### config.mk
export PLATFORM = sky130hd
export DESIGN_NAME = case_bist_ctrl
export DESIGN_NICKNAME = d
export VERILOG_FILES = /design/src/rtl/case_bist_ctrl.sv
export SDC_FILE = /design/constraint.sdc
export NUM_CORES = 1
export LEC_CHECK = 0
export ABC_AREA = 1
export BUFFER_PORTS_ARGS = -buffer_cell sky130_fd_sc_hd__buf_2
export CORE_AREA = 2 2 50 52
export CTS_CLUSTER_SIZE = 20
export DETAILED_ROUTE_END_ITERATION = 8
export DIE_AREA = 0 0 52 54
export PLACE_DENSITY = 0.75
export SLEW_MARGIN = 15
export SYNTH_ARGS = -nofsm -noshare
export SYNTH_HDL_FRONTEND = slang
export SYNTH_SLANG_ARGS = --single-unit
### constraint.sdc
create_clock -name clk -period 1.55 [get_ports clk]
set_clock_uncertainty 0.05 [all_clocks]
set_input_delay 0.3875 -clock clk [delete_from_list [all_inputs] [get_ports clk]]
set_output_delay 0.3875 -clock clk [all_outputs]
set_load 0.01 [all_outputs]
### src/rtl/case_bist_ctrl.sv
// Exhaustive-pattern BIST sequencer: sweeps {a,b,c,d} through every input
// pattern, compacts {y1,y2} into a MISR and compares the result to GOLDEN.
module case_bist_ctrl #(
  parameter int unsigned      NUM_IN = 4,
  parameter int unsigned      SIG_W  = 16,
  parameter logic [SIG_W-1:0] POLY   = 16'h002D,
  parameter logic [SIG_W-1:0] GOLDEN = 16'h0000
) (
  input  logic             clk,
  input  logic             rst_n,
  input  logic             start,
  input  logic             abort,
  output logic             a,
  output logic             b,
  output logic             c,
  output logic             d,
  input  logic             y1,
  input  logic             y2,
  output logic             busy,
  output logic             done,
  output logic             pass,
  output logic [SIG_W-1:0] signature
);

  typedef enum logic [1:0] {IDLE, RUN, DONE} state_e;

  localparam logic [NUM_IN-1:0] PAT_LAST = '1;

  state_e            state_q, state_d;
  logic [NUM_IN-1:0] pat_q, pat_d;
  logic [SIG_W-1:0]  sig_q, sig_d;
  logic [SIG_W-1:0]  sig_step;
  logic              pass_q, pass_d;
  logic [NUM_IN-1:0] drive;

  // The response is combinational, so it is folded in the same cycle pat is driven.
  always_comb begin
    sig_step = {sig_q[SIG_W-2:0], 1'b0}
             ^ (sig_q[SIG_W-1] ? POLY : '0)
             ^ {{(SIG_W-2){1'b0}}, y1, y2};
  end

  always_comb begin
    state_d = state_q;
    pat_d   = pat_q;
    sig_d   = sig_q;
    pass_d  = pass_q;
    unique case (state_q)
      IDLE: begin
        pass_d = 1'b0;
        if (start) begin
          state_d = RUN;
          pat_d   = '0;
          sig_d   = '0;
        end
      end
      RUN: begin
        if (abort) begin
          state_d = IDLE;
          pat_d   = '0;
          sig_d   = '0;
          pass_d  = 1'b0;
        end else begin
          sig_d = sig_step;
          if (pat_q == PAT_LAST) begin
            state_d = DONE;
            pat_d   = '0;
            pass_d  = (sig_step == GOLDEN);
          end else begin
            pat_d = pat_q + 1'b1;
          end
        end
      end
      DONE: begin
        if (start) begin
          state_d = RUN;
          pat_d   = '0;
          sig_d   = '0;
          pass_d  = 1'b0;
        end
      end
      default: begin
        state_d = IDLE;
        pat_d   = '0;
        sig_d   = '0;
        pass_d  = 1'b0;
      end
    endcase
  end

  always_ff @(posedge clk) begin
    if (!rst_n) begin
      state_q <= IDLE;
      pat_q   <= '0;
      sig_q   <= '0;
      pass_q  <= 1'b0;
    end else begin
      state_q <= state_d;
      pat_q   <= pat_d;
      sig_q   <= sig_d;
      pass_q  <= pass_d;
    end
  end

  always_comb begin
    drive     = (state_q == RUN) ? pat_q : '0;
    a         = drive[NUM_IN-1];
    b         = drive[NUM_IN-2];
    c         = drive[NUM_IN-3];
    d         = drive[0];
    busy      = (state_q == RUN);
    done      = (state_q == DONE);
    pass      = pass_q;
    signature = sig_q;
  end

endmodule

==> results of run 1 <==
worst register-to-register path, cell delays in order (launching register included):
cell and delay [ns]:
dfxtp_1 0.38, ha_1 0.18, nand2_1 0.06, inv_1 0.09, nand2_1 0.07, nand2_1 0.11, nand2_1 0.08, nor2_1 0.09
nand2_1 0.06, a21oi_1 0.10
worst max path at each step:
stage | to | slack (ns) | cells after the start
floorplan | a | 0.38 | 2
global placement | pat_q[1] | 0.24 | 5
detailed placement | signature[9] | 0.19 | 5
CTS | b | 0.03 | 3
global route | b | -0.01 | 4
finish | b | 0.07 | 4
cell usage after synthesis:
| cell | n | area share, % |
|---|---|---|
| a211oi_1 | 3 | 2.0 |
| a211oi_2 | 7 | 7.8 |
| a21oi_1 | 10 | 4.5 |
| buf_2 | 2 | 0.89 |
| buf_6 | 1 | 1.0 |
| dfxtp_1 | 23 | 41 |
| ha_1 | 1 | 1.1 |
| inv_1 | 21 | 7.0 |
| inv_2 | 1 | 0.34 |
| nand2_1 | 35 | 12 |
| nand2_4 | 1 | 1.0 |
| nand3_1 | 6 | 2.7 |
| nand4_1 | 1 | 0.56 |
| nor2_1 | 31 | 10 |
| nor2_4 | 1 | 1.0 |
| nor2_8 | 1 | 1.8 |
| nor3_1 | 1 | 0.45 |
| nor3_2 | 2 | 1.8 |
| o21ai_0 | 1 | 0.45 |
| o21ai_4 | 1 | 1.5 |
| xor2_1 | 1 | 0.78 |
logic make-up (layout without fill, tap and decap cells):
group / after synthesis / in the layout / share of synthesized area (%)
AO/OA/AOI/OAI: 22 / 22 / 16.2
flip-flops: 23 / 23 / 41.2
AND/OR/NAND/NOR: 79 / 79 / 31.4
XOR/XNOR: 1 / 1 / 0.783
adder cells (fa/ha/maj): 1 / 1 / 1.12
buffers and inverters: 25 / 57 / 9.28
state kept, by name (all words and copies together), names as in the netlist:
signal and count:
pass 1, signature 16, pat_q 4, state_q 2
report_power, final:
| group | internal (W) | switching, W | total, W | leakage, nW |
|---|---|---|---|---|
| clock | 0.000100 | 0.000173 | 0.000273 | 0.0150 |
| combinational | 0.0000701 | 0.000128 | 0.000198 | 0.418 |
| sequential | 0.000613 | 0.0000214 | 0.000634 | 0.188 |
per-layer routing:
metal | vias up | track usage (%) | part of all wire (%)
met5 | - | 0 | 0
met4 | 0 | 11.0 | 2.7
met3 | 6 | 3.33 | 3.6
met2 | 21 | 31.0 | 48
met1 | 463 | 23.8 | 45
li1 | 540 | - | -
through the flow:
step / setup TNS (ns) / std cells / hold WS [ns]
final: 0 / 213 / 0.289
after global routing: -0.0142 / 213 / 0.307
after CTS: 0 / 213 / 0.279
after detailed placement: 0 / 209 / 0.414
after global placement: 0 / 209 / 0.408
after floorplan: 0 / 151 / 0.390
cell type report:
class,count,area [um^2]
Clock buffer,4,26.3
Fill cell,223,991
Inverter,22,82.6
Multi-Input combinational cell,103,554
Sequential cell,23,465
Tap cell,30,37.5
Timing Repair Buffer,31,163
what timing repair did:
item	4_1_cts	5_1_grt
gates cloned	0	0
endpoints found under the setup margin	5	4
gates resized for setup	2	2
==> impl_results.md, run 1 <==
* Vias in the first global route at 903
* CTS H-Tree Depth at 1
* Final critical-path share of the clock period at around 96%
* Share of post-route cells with drive strength above 1 at ~28%
* Antenna violations before repair at 0
* Post-route cell area at approximately 1300 um^2
* Clock latency on the worst-skew pair at around 0.30 ns
* Area Overhead vs Synth at 18.8%
* Worst setup path start: state_q[1]
* Die Span X at approximately 52 um
* Num CTS Buffers at 3
* Bufs and invs on worst path at 2
* Flop-to-flop setup slack at 0.23 ns
* CP arrival at between 1 and 1.5 ns
* Placement Setup Slack at ~0.19 ns
* Critical Setup Path Class: flip-flop to primary output
* Vias per cell at about 4.8
* Placeable Area at around 2300 um^2
* Power Density at roughly 830 nW/um^2
* Remaining DRCs at 0
* Final Util at 57.3%
* Crit path max fanout at 6
* Initial Util at 48.2%
* Worst Max-Slew Pin Slew at 0.250 ns
* Hold_sp: rst_n
* Hold-fix buffers, CTS at 0
* Fmax at 675 MHz
* Hold Path Cell Cnt at 3
* Antenna Cells at 0
* Cell Area, Placed at 1300 um^2
* Port buffer count at 28
* Clock Tree Buf Depth at 2
* Max incr delay on CP at 0.34 ns
* Antenna Violating Nets Remaining at 0
* Detailed Routing Iterations Pass 1 at 2
* Number of max-slew violations in the final report at 0
* Worst R2R End: pass
* Final nets at about 190
* Setup bufs post-CTS at 0
* Ys Warns at 0
* Die height at 54 um
* Largest net degree at the start of global routing at 14
* I/O pin cnt at 29
* DP HPWL at around 1800 um
* # rows at 18
* Starting DRC count in detailed routing at 7
* Maxcap violations at 0
* Overall power at approximately 0.0011 W
* Synthesized area per cell at 7.41 um^2
* Post-synthesis instance total at about 150
* Routed length per instance at 10.8 um
* Worst path slowest cell: dfxtp_2
* Hold WC Path Type: input pin to flip-flop
* Final Hold Fails at 0
* GRT Resource Usage Total at between 10% and 20%
* VDD IR max at around 0.54 mV
* Worst r2r path cells at 9
* Clk slew on worst S/H paths at between 0.1 and 0.15 ns
* CP cell instances: inv_2 > nand2_4 > nor2_1 > buf_2
* CTS tree: done
* Reg2reg start: pat_q[0]
* CTS sink count at 23
* GRT overflow at 0
* Syn nets at between 150 and 200
* CP delay by family, top: flip-flops
* Final setup viols at 0
* Min Clock Period, post-route at roughly 1.5 ns
* Root buffer cell: clkbuf_4
* Synth cell types at 21
* Required time of the worst setup path at roughly 1.1 ns
* Commonest non-fill, non-tap cell in the layout: nand2_1
* GP Congestion at approximately 0.84
* Most frequent cells in the layout: nand2_1, nor2_1, buf_2
* Drt total wl at roughly 2300 um
* Die area at between 2000 and 3000 um^2
* Synth Register Bits at 23
* Final setup margin at 0.0687 ns
* Status: finished, final reports clean
* Leakage Power at around 0.62 nW
* Global-route wire length before repair at 3910 um
* Synthesized area at 1120 um^2
* Seq/Total Area, Yosys at between 40% and 50%
* Worst slew margin at roughly 83%
* Critical Path End Type: primary output
* CP Launch Type: flip-flop
* Unrepaired setup endpoints after global routing: yes
* Via Count at roughly 1000
* Hold Crit Endpoint: state_q[0]
(Power assumes the default switching activity.)
==> inputs of run 2 (changes only) <==
CORE_AREA = 2 2 55 57   (was 2 2 50 52)
DIE_AREA = 0 0 57 59   (was 0 0 52 54)
PLACE_DENSITY = 0.63   (was 0.75)
==> impl_results.md, run 2 (same netlist as run 1, synthesis figures left out) <==
* Routed wl met3 at 120 um
* GRT Resource Usage Total at between 10% and 20%
* Largest net degree at the start of global routing at 14
* Most frequent cells in the layout: nand2_1, nor2_1, buf_2
* Global-route wire length before repair at between 3000 and 4000 um
* Die Span X at around 57 um
* Vias per cell at between 4 and 5
* CP arrival at ~1.0 ns
* Port buffer count at 28
* DP HPWL at between 1500 and 2000 um
* Vias in the first global route at roughly 900
* Clock latency on the worst-skew pair at approximately 0.3 ns
* Crit path max fanout at 4
* Required time of the worst setup path at between 1 and 1.5 ns
* Critical Setup Path Class: flip-flop to primary output
* Placeable Area at around 2700 um^2
* DR top layer: met4
* Hold WC Path Type: input pin to flip-flop
* Max reg flops at 16
* Setup TNS at 0 ns
* Met2 Wirelength at approximately 1100 um
* Final critical-path share of the clock period at roughly 96%
* CTS tree: done
* Final hold slack at 0.288 ns
* GP Congestion at approximately 0.8
* CTS sink count at 23
* Die area at ~3400 um^2
* Post-route cell area at about 1300 um^2
* Fmax at 675 MHz
* Share of post-route cells with drive strength above 1 at between 20% and 30%
* CP Launch Type: flip-flop
* Drt total wl at about 2400 um
* Clock Tree Buf Depth at 2
* Cell Area, Placed at approximately 1300 um^2
* # rows at 19
* GRT overflow at 0
* Detailed Routing Iterations Pass 1 at 4
* I/O pin cnt at 29
* Final setup viols at 0
* Critical Path End Type: primary output
* Metal1 wirelength at 1090 um
* VDD IR max at 0.466 mV
* Worst slew margin at a little over 80%
* Final Hold Fails at 0
* Hold-fix buffers, CTS at 0
* CTS H-Tree Depth at 1
* Antenna Cells at 0
* Fillers at between 200 and 300
* Root buffer cell: clkbuf_4
* Unrepaired setup endpoints after global routing: no
* Commonest non-fill, non-tap cell in the layout: nand2_1
* Num CTS Buffers at 3
* Starting DRC count in detailed routing at 40
* Area Overhead vs Synth at 20.2%
* Initial Util at a little over 40%
* Via Count at ~1000
* Final nets at just under 200
* Power Density at between 800 and 900 nW/um^2
* Flop-to-flop setup slack at between 0.15 and 0.2 ns
* Antenna violations before repair at 0
* Status: finished, final reports clean
* Die height at a little under 60 um
* Maxcap violations at 0
* Antenna Violating Nets Remaining at 0
* Leakage Power at 0.629 nW
* Number of max-slew violations in the final report at 0
* Routed length per instance at ~11 um
* Min Clock Period, post-route at around 1.5 ns
* Worst Max-Slew Pin Slew at ~0.25 ns
* Clk slew on worst S/H paths at about 0.12 ns
* Remaining DRCs at 0
-- run 2: cell count changes in the layout (fill, tap and decap cells not counted), sizes merged --
cell,delta
buf,+2
-- run 2: what timing repair did --
| item | 4_1_cts | 5_1_grt |
|---|---|---|
| setup buffers | 0 | 1 |
| endpoints found under the setup margin | 2 | 4 |
| resized for setup | 1 | 3 |
-- run 2: per-layer routing --
| metal | GRT usage [%] | vias to the layer above |
|---|---|---|
| li1 | - | 542 |
| met1 | 19.7 | 455 |
| met2 | 25.6 | 25 |
| met3 | 1.97 | 2 |
| met4 | 4.98 | 0 |
| met5 | 0 | - |
-- run 2: worst paths after layout --
check / endpoint / from / cells after the start
setup / recovery: done / state_q[0] / 3
hold / removal: state_q[0] / rst_n / 3
setup reg to reg: signature[10] / state_q[1] / 7
hold reg to reg: pass / pass / 2
-- run 2: critical path: stages (launching register included) --
cell     delay, ns
dfxtp_2       0.35
buf_4         0.15
nor2_2        0.11
buf_2         0.13
-- run 2: stage by stage --
stage	total power, W	utilization, %	setup slack [ns]	std cells
floorplan	0.000785	-	0.375	151
global placement	0.000845	48.2	0.252	211
detailed placement	0.000850	48.2	0.231	211
CTS	0.00113	49.2	0.0143	215
global route	0.00117	49.6	0.00275	216
finish	0.00111	49.6	0.0684	216
-- run 2: layout make-up --
cell class / count / area (um^2) / area share (%)
Sequential cell: 23 / 463 / 34.4
Tap cell: 31 / 38.8 / 2.88
Timing Repair Buffer: 33 / 178 / 13.2
Clock buffer: 4 / 26.3 / 1.95
Inverter: 22 / 82.6 / 6.14
Multi-Input combinational cell: 103 / 557 / 41.4
-- run 2: where the power goes --
| group | leakage [nW] | switching (W) | total (W) | internal [W] |
|---|---|---|---|---|
| Combinational | 0.427 | 0.000132 | 0.000208 | 0.0000759 |
| Sequential | 0.187 | 0.0000195 | 0.000633 | 0.000613 |
| Clock | 0.0150 | 0.000172 | 0.000272 | 0.000100 |
